File: config.mk
export PLATFORM = sky130hd
export DESIGN_NAME = z16_encoder_flat
export DESIGN_NICKNAME = d
export VERILOG_FILES = /design/src/rtl/z16_encoder_if.sv /design/src/rtl/z16_encoder.sv /design/src/flat_wrapper.sv
export SDC_FILE = /design/constraint.sdc
export NUM_CORES = 1
export LEC_CHECK = 0
export ABC_CLOCK_PERIOD_IN_PS = 3350
export BUFFER_PORTS_ARGS = -buffer_cell sky130_fd_sc_hd__buf_2
export CELL_PAD_IN_SITES_DETAIL_PLACEMENT = 2
export CELL_PAD_IN_SITES_GLOBAL_PLACEMENT = 2
export CORE_ASPECT_RATIO = 0.75
export CORE_MARGIN = 3
export CORE_UTILIZATION = 36
export CTS_BUF_LIST = sky130_fd_sc_hd__clkbuf_4 sky130_fd_sc_hd__clkbuf_8
export CTS_CLUSTER_DIAMETER = 40
export DETAILED_ROUTE_END_ITERATION = 6
export PLACE_DENSITY_LB_ADDON = 0.12
export SETUP_SLACK_MARGIN = 0.3
export SYNTH_ARGS = -nofsm -noshare
export SYNTH_HDL_FRONTEND = slang
export SYNTH_SLANG_ARGS = --single-unit
File: constraint.sdc
create_clock -name i_clk -period 3.35 [get_ports i_clk]
set_input_delay 0.67 -clock i_clk [delete_from_list [all_inputs] [get_ports i_clk]]
set_output_delay 0.67 -clock i_clk [all_outputs]
set_load 0.02 [all_outputs]
File: src/rtl/z16_encoder_if.sv
// Handshake and status bundle for the Z16 field-to-word encoder.
// The master side presents field sets and takes words; the slave side is the encoder.
interface z16_encoder_if #(
  parameter int CNT_W = 16
);
  logic             i_valid;
  logic             o_ready;
  logic [3:0]       i_opcode;
  logic [3:0]       i_rd;
  logic [3:0]       i_rs1;
  logic [3:0]       i_rs2;
  logic [15:0]      i_imm;
  logic             o_valid;
  logic             i_ready;
  logic [15:0]      o_instr;
  logic             o_err;
  logic             o_err_sticky;
  logic             i_err_clr;
  logic [CNT_W-1:0] o_instr_cnt;
  logic [CNT_W-1:0] o_err_cnt;

  modport master (
    output i_valid, i_opcode, i_rd, i_rs1, i_rs2, i_imm, i_ready, i_err_clr,
    input  o_ready, o_valid, o_instr, o_err, o_err_sticky, o_instr_cnt, o_err_cnt
  );

  modport slave (
    input  i_valid, i_opcode, i_rd, i_rs1, i_rs2, i_imm, i_ready, i_err_clr,
    output o_ready, o_valid, o_instr, o_err, o_err_sticky, o_instr_cnt, o_err_cnt
  );
endinterface

File: src/rtl/z16_encoder.sv
// Z16 encoder: packs opcode/register/immediate fields into a 16-bit word,
// flags illegal field sets, and buffers results in a 2-entry output FIFO.
//
// state | meaning
// EMPTY | no word buffered, o_valid=0
// ONE   | head holds one word, can still accept
// FULL  | head and tail hold words, o_ready=0
module z16_encoder #(
  parameter int CNT_W = 16
) (
  input logic           i_clk,
  input logic           i_rst_n,
  z16_encoder_if.slave  bus
);

  typedef enum logic [1:0] {
    EMPTY = 2'd0,
    ONE   = 2'd1,
    FULL  = 2'd2
  } state_t;

  localparam logic [CNT_W-1:0] CNT_ONE = CNT_W'(1);
  localparam logic [CNT_W-1:0] CNT_MAX = {CNT_W{1'b1}};

  state_t state;
  state_t state_nxt;

  logic        push;
  logic        pop;
  logic        err_push;
  logic [15:0] enc_instr;
  logic        enc_err;

  logic [15:0] head_instr;
  logic        head_err;
  logic [15:0] tail_instr;
  logic        tail_err;

  logic        load_head_new;
  logic        load_head_tail;
  logic        load_tail;

  logic [CNT_W-1:0] instr_cnt;
  logic [CNT_W-1:0] err_cnt;
  logic             err_sticky;

  assign bus.o_ready = (state != FULL);
  assign bus.o_valid = (state != EMPTY);
  assign push        = bus.i_valid && bus.o_ready;
  assign pop         = bus.o_valid && bus.i_ready;
  assign err_push    = push && enc_err;

  // Illegal immediates are truncated into the word and only flagged, never dropped.
  always_comb begin
    enc_instr = {bus.i_rs2, bus.i_rs1, bus.i_rd, bus.i_opcode};
    enc_err   = 1'b0;
    case (bus.i_opcode)
      4'h9: begin
        enc_instr = {bus.i_imm[7:0], bus.i_rd, bus.i_opcode};
        enc_err   = (bus.i_imm[15:8] != {8{bus.i_imm[7]}}) || (bus.i_rs1 != bus.i_rd);
      end
      4'hA: begin
        enc_instr = {bus.i_imm[3:0], bus.i_rs1, bus.i_rd, bus.i_opcode};
        enc_err   = (bus.i_imm[15:4] != {12{bus.i_imm[3]}});
      end
      4'hB: begin
        enc_instr = {bus.i_rs2, bus.i_rs1, bus.i_imm[3:0], bus.i_opcode};
        enc_err   = (bus.i_imm[15:4] != {12{bus.i_imm[3]}});
      end
      default: begin
        enc_instr = {bus.i_rs2, bus.i_rs1, bus.i_rd, bus.i_opcode};
        enc_err   = 1'b0;
      end
    endcase
  end

  always_ff @(posedge i_clk or negedge i_rst_n) begin
    if (!i_rst_n) begin
      state <= EMPTY;
    end else begin
      state <= state_nxt;
    end
  end

  // Push without pop never happens in FULL because o_ready is low there.
  always_comb begin
    state_nxt      = state;
    load_head_new  = 1'b0;
    load_head_tail = 1'b0;
    load_tail      = 1'b0;
    case (state)
      EMPTY: begin
        if (push) begin
          state_nxt     = ONE;
          load_head_new = 1'b1;
        end
      end
      ONE: begin
        if (push && pop) begin
          load_head_new = 1'b1;
        end else if (push) begin
          state_nxt = FULL;
          load_tail = 1'b1;
        end else if (pop) begin
          state_nxt = EMPTY;
        end
      end
      FULL: begin
        if (pop) begin
          state_nxt      = ONE;
          load_head_tail = 1'b1;
        end
      end
      default: begin
        state_nxt = EMPTY;
      end
    endcase
  end

  always_ff @(posedge i_clk or negedge i_rst_n) begin
    if (!i_rst_n) begin
      head_instr <= 16'h0000;
      head_err   <= 1'b0;
      tail_instr <= 16'h0000;
      tail_err   <= 1'b0;
    end else begin
      if (load_head_new) begin
        head_instr <= enc_instr;
        head_err   <= enc_err;
      end else if (load_head_tail) begin
        head_instr <= tail_instr;
        head_err   <= tail_err;
      end
      if (load_tail) begin
        tail_instr <= enc_instr;
        tail_err   <= enc_err;
      end
    end
  end

  // A clear coinciding with an illegal push leaves exactly that one error recorded.
  always_ff @(posedge i_clk or negedge i_rst_n) begin
    if (!i_rst_n) begin
      instr_cnt  <= '0;
      err_cnt    <= '0;
      err_sticky <= 1'b0;
    end else begin
      if (push) begin
        instr_cnt <= instr_cnt + CNT_ONE;
      end
      if (bus.i_err_clr) begin
        err_cnt    <= err_push ? CNT_ONE : '0;
        err_sticky <= err_push;
      end else if (err_push) begin
        err_sticky <= 1'b1;
        if (err_cnt != CNT_MAX) begin
          err_cnt <= err_cnt + CNT_ONE;
        end
      end
    end
  end

  assign bus.o_instr      = head_instr;
  assign bus.o_err        = head_err;
  assign bus.o_err_sticky = err_sticky;
  assign bus.o_instr_cnt  = instr_cnt;
  assign bus.o_err_cnt    = err_cnt;

endmodule

File: src/flat_wrapper.sv
// flat-port wrapper written by rule: the top's interface ports become plain ports
module z16_encoder_flat 
#(
  parameter int CNT_W = 16
)
  (i_clk, i_rst_n, bus_i_valid, bus_i_opcode, bus_i_rd, bus_i_rs1, bus_i_rs2, bus_i_imm, bus_i_ready, bus_i_err_clr, bus_o_ready, bus_o_valid, bus_o_instr, bus_o_err, bus_o_err_sticky, bus_o_instr_cnt, bus_o_err_cnt);
  z16_encoder_if #(.CNT_W(CNT_W)) bus_i ();
  input logic i_clk;
  input logic i_rst_n;
  input wire logic [$bits(bus_i.i_valid)-1:0] bus_i_valid;
  input wire logic [$bits(bus_i.i_opcode)-1:0] bus_i_opcode;
  input wire logic [$bits(bus_i.i_rd)-1:0] bus_i_rd;
  input wire logic [$bits(bus_i.i_rs1)-1:0] bus_i_rs1;
  input wire logic [$bits(bus_i.i_rs2)-1:0] bus_i_rs2;
  input wire logic [$bits(bus_i.i_imm)-1:0] bus_i_imm;
  input wire logic [$bits(bus_i.i_ready)-1:0] bus_i_ready;
  input wire logic [$bits(bus_i.i_err_clr)-1:0] bus_i_err_clr;
  output wire logic [$bits(bus_i.o_ready)-1:0] bus_o_ready;
  output wire logic [$bits(bus_i.o_valid)-1:0] bus_o_valid;
  output wire logic [$bits(bus_i.o_instr)-1:0] bus_o_instr;
  output wire logic [$bits(bus_i.o_err)-1:0] bus_o_err;
  output wire logic [$bits(bus_i.o_err_sticky)-1:0] bus_o_err_sticky;
  output wire logic [$bits(bus_i.o_instr_cnt)-1:0] bus_o_instr_cnt;
  output wire logic [$bits(bus_i.o_err_cnt)-1:0] bus_o_err_cnt;
  assign bus_i.i_valid = bus_i_valid;
  assign bus_i.i_opcode = bus_i_opcode;
  assign bus_i.i_rd = bus_i_rd;
  assign bus_i.i_rs1 = bus_i_rs1;
  assign bus_i.i_rs2 = bus_i_rs2;
  assign bus_i.i_imm = bus_i_imm;
  assign bus_i.i_ready = bus_i_ready;
  assign bus_i.i_err_clr = bus_i_err_clr;
  assign bus_o_ready = bus_i.o_ready;
  assign bus_o_valid = bus_i.o_valid;
  assign bus_o_instr = bus_i.o_instr;
  assign bus_o_err = bus_i.o_err;
  assign bus_o_err_sticky = bus_i.o_err_sticky;
  assign bus_o_instr_cnt = bus_i.o_instr_cnt;
  assign bus_o_err_cnt = bus_i.o_err_cnt;
  z16_encoder #(.CNT_W(CNT_W)) u_core (.i_clk(i_clk), .i_rst_n(i_rst_n), .bus(bus_i));
endmodule
==> flow_metrics.env <==
export IMPL_rr_worst_depth=6
export IMPL_ant_nets=0
export IMPL_synthXorXnorAreaFrac_pct=4.572
export IMPL_synthArstFlopShare_pct=100.0
export IMPL_status="complete, no violations"
export IMPL_drt_drc_violations_left=0
export IMPL_synthFlopType="dfrtp_1"
export IMPL_synthCells=386
export IMPL_io_buffers=88
export IMPL_multi_input_area_mm2=0.001778
export IMPL_r2r_start="u_core.bus.o_err_cnt[1]"
export IMPL_grt_pass1_wl_mm=18.77
export IMPL_postSynthAreaPerCell_um2=9.429
export IMPL_gp_congestion=0.7792
export IMPL_pin_count=89
export IMPL_setup_ws_ps=720.8
export IMPL_drtIter0Drc=139
export IMPL_grt_overflow_total=0
export IMPL_postCtsSetupBuffers=0
export IMPL_wl_mm=11.40
export IMPL_mappedNetlistNets=425
export IMPL_yosysWarnings=0
export IMPL_cts_tree="yes"
export IMPL_synth_area_mm2=0.003640
export IMPL_start_util_pct=37.39
export IMPL_timing_slew_headroom_pct=22.60
export IMPL_layout_drive_gt1_share_pct=27.37
export IMPL_core_area_mm2=0.009736
export IMPL_hold_class="reg -> reg"
export IMPL_hold_violations=0
export IMPL_ys_seq_elements=69
export IMPL_fp_dieArea_mm2=0.01137
export IMPL_htreeDepth=3
export IMPL_finalClockSkew_ps=11.33
export IMPL_dp_cells=593
export IMPL_ir_drop_v=0.0002256
export IMPL_grt_total_usage_pct=21.15
export IMPL_tightest_slew_ps=1161
export IMPL_fillCellCount=1113
export IMPL_worst_setup_path_end_kind="flip-flop"
export IMPL_antennaDiodeCount=0
export IMPL_cp_required_ps=3650
export IMPL_drv_slew=0
export IMPL_ctsHoldBuffers=0
export IMPL_period_share_pct=78.48
export IMPL_die_w_um=122.1
export IMPL_synth_top_family_by_area="simple AND/OR/NAND/NOR gates"
export IMPL_whs_ps=481.7
export IMPL_yosysTopAreaCell="dfrtp_1"
export IMPL_row_count=31
export IMPL_pre_cts_ws_ps=629.9
export IMPL_seq_area_frac_synth_pct=47.44
export IMPL_clockBufferDepth=2
export IMPL_synth_simple_area_share_pct=21.66
export IMPL_fin_crit_ps=2629
export IMPL_grt_antenna_before_repair=0
export IMPL_syn_to_final_growth_pct=20.83
export IMPL_place_hpwl_mm=8.284
export IMPL_leakagePower_nw=2.095
export IMPL_die_height_um=93.08
export IMPL_drt_vias_per_instance=5.451
export IMPL_cp_startpoint="u_core.bus.o_err_cnt[1]"
export IMPL_synth_edff_count=0
export IMPL_startpoint_type="flip-flop"
export IMPL_crit_type="reg -> reg"
export IMPL_netlist_top_cells_area="dfrtp_1, nand2_1, mux2_2, o21ai_0, xnor2_1"
export IMPL_clkTransAtPathRegs_ps=70
export IMPL_synth_top_area_share_pct=47.44
export IMPL_final_util_pct=45.17
export IMPL_clock_sinks=69
export IMPL_crit_path_end="u_core.bus.o_err_cnt[2]"
export IMPL_pwr_density_cell_mw_per_mm2=568.9
export IMPL_clock_fmax_mhz=380.3
export IMPL_layoutNonFillerInstCount=607
export IMPL_finalSetupViolCount=0
export IMPL_drt_wirelength_per_cell_um=18.78
export IMPL_first_pass_iters=4
export IMPL_r2r_end="u_core.bus.o_err_cnt[2]"
export IMPL_ys_types=48
export IMPL_grt_max_degree=70
export IMPL_ctsResizeCount=0
export IMPL_rrSetupSlack_ps=720
export IMPL_root_buffer="clkbuf_8"
export IMPL_clkLatencyLatePin_ps=360
export IMPL_drv_cap=0
export IMPL_yosys_area_share_adder_pct=0.6875
export IMPL_num_vias=3309
export IMPL_rsz0062_at_grt="false"
export IMPL_grt_pass1_vias=3611
export IMPL_synth_mux_area_share_pct=8.216
export IMPL_cts_buffers_inserted=9
export IMPL_finalNetCount=511
export IMPL_path_max_fanout=19
export IMPL_arrival_ps=2930
export IMPL_synth_compound_area_share_pct=13.72
export IMPL_register_area_mm2=0.001727
export IMPL_finalSetupTns_ps=0
report_power, final:
| group | switching, W | internal, W | total, W | leakage (nW) |
|---|---|---|---|---|
| Clock | 0.000324 | 0.000408 | 0.000732 | 0.101 |
| Combinational | 0.000393 | 0.000241 | 0.000634 | 1.10 |
| Sequential | 0.000133 | 0.00100 | 0.00114 | 0.894 |
| Total | 0.000850 | 0.00165 | 0.00250 | 2.10 |
area by class of cell:
cell class / count / share of cell area (%)
clock buffers: 9 / 2.817
clock inverters: 5 / 1.764
inverters: 9 / 0.7681
multi-input cells: 288 / 40.43
flip-flops and latches: 69 / 39.26
well taps: 132 / 3.755
repair buffers: 95 / 11.21
synthesized netlist by cell type (all sizes together), types with 7 or more instances:
cell type,number
nand2,56
dfrtp,69
xnor2,15
mux2i,13
and3,8
nor2b,9
mux2,15
clkbuf,12
nor4,7
inv,9
nand3,16
o21ai,33
nand4,10
nor2,26
a21oi,22
buf,8
layer usage:
metal	GRT usage [%]	part of all wire, %
met3	5.139	4.0
met1	28.97	48
met4	5.871	1.3
met2	33.50	46
met5	0	0
critical path, cell delays in order (launching register included):
cell      delay [ps]
dfrtp_1          450
ha_1             380
nand4_1          290
o21ai_2          690
inv_1            260
a311oi_1         340
a31o_2           150
state kept, by name, summed over array words and instances (netlist names):
register / cells
u_core.bus.o_instr: 16
u_core.tail_instr: 16
u_core.bus.o_err_cnt: 16
u_core.state: 2
u_core.bus.o_err_sticky: 1
u_core.bus.o_err: 1
u_core.bus.o_instr_cnt: 16
u_core.tail_err: 1
how the worst min path moves through the flow:
stage,depth (start not counted),slack (ps),end,from
floorplan,0,370,u_core.bus.o_err,i_rst_n
global placement,1,460,u_core.bus.o_instr_cnt[15],u_core.bus.o_instr_cnt[15]
detailed placement,2,470,u_core.tail_instr[4],u_core.tail_instr[4]
CTS,2,490,u_core.tail_instr[12],u_core.tail_instr[12]
global route,1,510,u_core.bus.o_instr_cnt[12],u_core.bus.o_instr_cnt[12]
finish,2,480,u_core.tail_instr[14],u_core.tail_instr[14]
through the flow:
step / power (W) / instance area (um2)
after floorplan: 0.001523 / 3640
after global placement: 0.001750 / 4197
after detailed placement: 0.001793 / 4197
after CTS: 0.002542 / 4398
after global routing: 0.002667 / 4398
final: 0.002502 / 4398
cell families after synthesis:
family | after synthesis
fa+ha+maj | 2
flops | 69
buf+inv | 29
compound gates | 81
mux | 28
simple gates | 158
xor+xnor | 19
cells in the final DEF, fill, tap and decap left out, drive strengths merged, types with 3 or more instances in the layout:
cell     Yosys  routed
nand2       56      56
nor3         5       5
a21oi       22      22
clkbuf      12       9
dfrtp       69      69
nor2        26      26
a41o         3       3
mux2        15      15
o221ai       4       4
mux2i       13      13
xor2         4       4
nor4         7       7
buf          8      95
o31ai        6       6
xnor2       15      15
nand2b       4       4
nor2b        9       9
nand3       16      16
nand4       10      10
or4          6       6
inv          9       9
o2111ai      4       4
o21ai       33      33
and3         8       8
Note: power is estimated with default switching activity, not from simulation.
